### src/rtl/demux_16_2_bit_loader.sv
// Sixteen 2-bit lane registers loaded through a valid/ready command port (write, fill, clear, burst).
// Define DEMUX16_READBACK_EN to add the rd_select/rd_data combinational readback port.
module demux_16_2_bit_loader #(
    parameter logic [1:0] RESET_VALUE = 2'b00
) (
    input  logic       clock,
    input  logic       reset_n,
    input  logic       in_valid,
    output logic       in_ready,
    input  logic [1:0] in_op,
    input  logic [3:0] in_select,
    input  logic [1:0] in_data,
    input  logic [3:0] in_len,
    output logic       busy,
    output logic       done,
    output logic [1:0] out0,
    output logic [1:0] out1,
    output logic [1:0] out2,
    output logic [1:0] out3,
    output logic [1:0] out4,
    output logic [1:0] out5,
    output logic [1:0] out6,
    output logic [1:0] out7,
    output logic [1:0] out8,
    output logic [1:0] out9,
    output logic [1:0] out10,
    output logic [1:0] out11,
    output logic [1:0] out12,
    output logic [1:0] out13,
    output logic [1:0] out14,
    output logic [1:0] out15
`ifdef DEMUX16_READBACK_EN
    ,
    input  logic [3:0] rd_select,
    output logic [1:0] rd_data
`endif
);

    typedef enum logic [1:0] {StIdle, StFill, StBurst} state_e;

    localparam logic [1:0] OpWrite = 2'b00;
    localparam logic [1:0] OpFill  = 2'b01;
    localparam logic [1:0] OpClear = 2'b10;
    localparam logic [1:0] OpBurst = 2'b11;

    state_e           state_q, state_d;
    logic [15:0][1:0] lanes_q, lanes_d;
    logic [3:0]       ptr_q, ptr_d;
    logic [3:0]       rem_q, rem_d;
    logic [1:0]       fdata_q, fdata_d;
    logic             done_q, done_d;
    logic             busy_q, busy_d;
    logic             accept;

    assign in_ready = (state_q != StFill);
    assign accept   = in_valid && in_ready;

    always_comb begin
        state_d = state_q;
        lanes_d = lanes_q;
        ptr_d   = ptr_q;
        rem_d   = rem_q;
        fdata_d = fdata_q;
        done_d  = 1'b0;
        unique case (state_q)
            StIdle: begin
                if (accept) begin
                    unique case (in_op)
                        OpWrite: begin
                            lanes_d[in_select] = in_data;
                            done_d             = 1'b1;
                        end
                        OpClear: begin
                            lanes_d = {16{RESET_VALUE}};
                            done_d  = 1'b1;
                        end
                        OpFill: begin
                            lanes_d[in_select] = in_data;
                            fdata_d            = in_data;
                            ptr_d              = in_select + 4'd1;
                            // Filling from the last lane is a single write; no FILL phase.
                            if (in_select == 4'd15) begin
                                done_d = 1'b1;
                            end else begin
                                state_d = StFill;
                            end
                        end
                        OpBurst: begin
                            ptr_d   = in_select;
                            rem_d   = in_len;
                            state_d = StBurst;
                        end
                        default: ;
                    endcase
                end
            end
            StFill: begin
                lanes_d[ptr_q] = fdata_q;
                ptr_d          = ptr_q + 4'd1;
                if (ptr_q == 4'd15) begin
                    state_d = StIdle;
                    done_d  = 1'b1;
                end
            end
            StBurst: begin
                if (accept) begin
                    lanes_d[ptr_q] = in_data;
                    ptr_d          = ptr_q + 4'd1;
                    rem_d          = rem_q - 4'd1;
                    if (rem_q == 4'd0) begin
                        state_d = StIdle;
                        done_d  = 1'b1;
                    end
                end
            end
            default: state_d = StIdle;
        endcase
        // Stays high through the done cycle of a multi-cycle command.
        busy_d = (state_d != StIdle) || (state_q != StIdle);
    end

    always_ff @(posedge clock) begin
        if (!reset_n) begin
            state_q <= StIdle;
            lanes_q <= {16{RESET_VALUE}};
            ptr_q   <= 4'd0;
            rem_q   <= 4'd0;
            fdata_q <= 2'd0;
            done_q  <= 1'b0;
            busy_q  <= 1'b0;
        end else begin
            state_q <= state_d;
            lanes_q <= lanes_d;
            ptr_q   <= ptr_d;
            rem_q   <= rem_d;
            fdata_q <= fdata_d;
            done_q  <= done_d;
            busy_q  <= busy_d;
        end
    end

    assign done  = done_q;
    assign busy  = busy_q;
    assign out0  = lanes_q[0];
    assign out1  = lanes_q[1];
    assign out2  = lanes_q[2];
    assign out3  = lanes_q[3];
    assign out4  = lanes_q[4];
    assign out5  = lanes_q[5];
    assign out6  = lanes_q[6];
    assign out7  = lanes_q[7];
    assign out8  = lanes_q[8];
    assign out9  = lanes_q[9];
    assign out10 = lanes_q[10];
    assign out11 = lanes_q[11];
    assign out12 = lanes_q[12];
    assign out13 = lanes_q[13];
    assign out14 = lanes_q[14];
    assign out15 = lanes_q[15];

`ifdef DEMUX16_READBACK_EN
    assign rd_data = lanes_q[rd_select];
`endif

endmodule

### config.mk
export PLATFORM = sky130hd
export DESIGN_NAME = demux_16_2_bit_loader
export DESIGN_NICKNAME = d
export VERILOG_FILES = /design/src/rtl/demux_16_2_bit_loader.sv
export SDC_FILE = /design/constraint.sdc
export NUM_CORES = 1
export LEC_CHECK = 0
export ABC_AREA = 1
export ABC_CLOCK_PERIOD_IN_PS = 1610
export CAP_MARGIN = 20
export CORE_ASPECT_RATIO = 1.2
export CORE_MARGIN = 1
export CORE_UTILIZATION = 50
export DETAILED_ROUTE_END_ITERATION = 8
export PLACE_DENSITY = 0.86
export SKIP_CTS_REPAIR_TIMING = 1
export SYNTH_ARGS = -nofsm -noshare
export SYNTH_HDL_FRONTEND = slang
export SYNTH_SLANG_ARGS = --single-unit
### constraint.sdc
create_clock -name clock -period 1.61 [get_ports clock]
set_input_delay 0.2415 -clock clock [delete_from_list [all_inputs] [get_ports clock]]
set_output_delay 0.2415 -clock clock [all_outputs]
set_load 0.02 [all_outputs]
==> flow_summary_export.csv <==
group,metric,value,unit
timing,worst_clock_skew,0.01839,ns
timing,slew_headroom,58.91,%
power,power.total,4.508,mW
finish,num_antenna_cells,0,
routing,drtIter0Drc,549,
cts,insertion_delay,0.31,ns
synthesis,synth_top_area_share,24.18,%
synthesis,synth_compound_area_share,29.93,%
cts,clockBufferDepth,2,
grt,grt_pass1_wl,19620,um
cts,cts_tree,"built",
timing,fmax,580.0,MHz
timing,fin_setup_tns,-1.750,ns
placed_design,place_congestion,0.9550,
cts,cts.sinks,46,
critical_path,cp.required,1.80,ns
synthesis,yosys-top-cells-count,"nand2_1 (132), o21ai_0 (116), a21oi_1 (73), inv_1 (73), nor2_1 (63)",
timing,fin_crit_sh,107.1,%
power,p_leak,2.487,nW
floorplanning,initial_utilization,52.05,%
floorplanning,io_pins,50,
critical_path,crit_chain,"clkdlybuf4s50_1 > ha_2 > nand3_2 > o211ai_1 > nand3_1 > a21boi_0",
synthesis,synth_flop_cell,"dfxtp_1",
finish,drive_above_1_share,25.38,%
cts,cts_inserted_buffers,5,
synthesis,synth_top_family_by_area,"compound AO/OA/AOI/OAI gates",
placed_design,place_inst,800,
routing,drcViolationCount,0,
critical_path,cp-end-kind,"register",
synthesis,synth_top_area_cell,"dfxtp_1",
critical_path,crit_buf_inv,1,
synthesis,synthMuxAreaShare,0,%
floorplanning,rows,34,
timing,min_period,1.724,ns
placed_design,dpl.hpwl,8455,um
critical_path,path_class,"input port to register",
routing,vias,4974,
power,max-vdd-ir-drop,0.0006208,V
cts,clkTransAtPathRegs,0.10,ns
critical_path,crit_arrival,1.91,ns
timing,hold_viol,0,
status,violations,"negative setup slack",
routing,first_pass_iters,5,
synthesis,syn_inst,648,
min_path,hold_path_class,"input port to register",
timing,tightest_slew,0.6156,ns
timing,report.final.slew_viol_count,0,
placed_design,port_buffers,49,
synthesis,ys_seq_area_share,24.18,%
grt,antenna_found_initial,0,
grt,grt_remaining_overflow,0,
routing,wl_per_cell,17.00,um
synthesis,syn_avg_cell_area,5.878,um2
critical_path,crit_cells,6,
critical_path,cpPeakStageDelay,0.56,ns
job,cap_violations,0,
routing,routed_via_density,6.073,
min_path,holdPathStages,5,
synthesis,yosys_register_bits,46,
synthesis,synthSimpleGateAreaFrac,28.52,%
synthesis,synth_nets,676,
routing,drt-total-wl,13920,um
placed_design,place_area,4636,um2
synthesis,netlist-cell-type-count,28,
timing,setup_ws,-0.1142,ns
finish,finalNonFillerCells,819,
cts,cts_root_buffer,"clkbuf_8",
critical_path,cp_top_family,"buffers and inverters",
floorplanning,die_y,97.61,um
critical_path,start_kind,"input port",
cts,htreeDepth,2,
synthesis,synth_edf_count,0,
grt,grt_pass1_vias,4450,
timing,setup_viol,34,
synthesis,synthXorXnorAreaFrac,0.2300,%
finish,fin_nets,756,
synthesis,synthAdderAreaFrac,4.271,%
finish,area_growth,41.82,%
floorplanning,core,7317,um2
synthesis,syn_area,3809,um2
power,p_per_area,834.6,nW/um2
finish,final_area,5401,um2
synthesis,synth_warnings,0,
routing,ant_nets,0,
grt,grt_max_degree,42,
critical_path,crit_fanout,5,
timing,grt_setup_unrepaired,"yes",
floorplanning,die-area,7971,um2
critical_path,worstRegToRegCells,13,
grt,grtUsageTotal,30.69,%
synthesis,yosysMostFrequentCell,"nand2_1",
critical_path,critPathSlowestCell,"clkdlybuf4s50_1",
floorplanning,die_w,81.67,um
status,status,"finished, violations left",
synthesis,yosys-top-cells-area,"dfxtp_1 (24%), o21ai_0 (15%), nand2_1 (13%), a21oi_1 (9.6%), inv_1 (7.2%)",
synthesis,async_reset_ff_share,0,%
## cells in the final DEF, fill, tap and decap left out, types with 6 or more instances in the layout
master	synthesis	layout
inv_1	73	69
nor2_4	0	6
nand3_2	0	9
ha_2	0	7
buf_4	1	44
nand3_1	49	40
dlymetal6s2s_1	0	13
nand2_1	132	123
nand2_4	1	17
nor2_2	0	10
o21ai_0	116	99
a21oi_1	73	53
clkdlybuf4s50_1	0	36
dfxtp_1	46	40
clkbuf_8	0	8
o21ai_2	2	15
o21ai_1	10	14
a21oi_2	10	30
nor2_1	63	47
## worst paths after layout
kind / startpoint / slack (ns) / endpoint
max: in_select[1] / -0.11 / done
min: in_select[0] / 0.46 / ptr_q[0]
max reg2reg: state_q[0] / -0.10 / out7[0]
min reg2reg: rem_q[3] / 0.48 / rem_q[3]
## cell families (layout without fill, tap and decap cells)
family	Yosys count	count (layout)
flip-flops	46	46
AO/OA/AOI/OAI	215	215
XOR/XNOR	1	1
adder cells (fa/ha/maj)	13	13
AND/OR/NAND/NOR	261	261
buffers and inverters	112	193
## sequential cells by signal, indices dropped and copies added, names as in the netlist, 2 cells and up
name / count
out15: 2
out10: 2
out2: 2
state_q: 2
out12: 2
out4: 2
fdata_q: 2
out7: 2
out6: 2
out9: 2
out0: 2
out11: 2
out13: 2
ptr_q: 4
out14: 2
out5: 2
out8: 2
out3: 2
out1: 2
rem_q: 4
## layout make-up
type                    instances  area (um2)
flip-flops and latches         46       933.4
clock buffers                   8       110.1
well taps                      90       112.6
inverters                      77       319.1
multi-input cells             490        2811
fillers                       559        1916
repair buffers                108        1115
## where the power goes
group / total [mW] / switching (mW) / internal (mW)
Sequential: 1.45 / 0.164 / 1.28
Combinational: 2.18 / 1.27 / 0.917
Clock: 0.877 / 0.442 / 0.435
Total: 4.51 / 1.87 / 2.64
## through the flow
stage	setup WS, ns	hold slack (ns)	utilization, %
5_1_grt	-0.1806	0.5035	73.82
3_5_place_dp	-0.2560	0.4665	63.36
4_1_cts	-0.2143	0.4785	64.86
2_1_floorplan	0.002172	0.3799	-
6_report	-0.1142	0.4590	73.82
3_3_place_gp	-0.2111	0.4542	63.36
## worst reg2reg max path, stage by stage, from the launching register on
cell and delay (ns):
dfxtp_4 0.39, inv_4 0.06, ha_4 0.17, inv_2 0.06, nand2_2 0.06, nand2_4 0.07, nand2_4 0.05, a21oi_4 0.16
buf_6 0.13, buf_6 0.11, clkbuf_16 0.16, nand2_4 0.05, a21oi_2 0.10, nor2_1 0.05
## layer usage
metal,vias to the layer above,share of wire (%),wire length (um),GRT usage [%]
li1,2283,-,-,-
met4,0,5.1,711,14.30
met1,2282,36,4996,37.33
met2,330,49,6871,52.05
met5,-,0,0,0
met3,79,9.6,1342,3.944
Power figures use the tool's default switching activity.
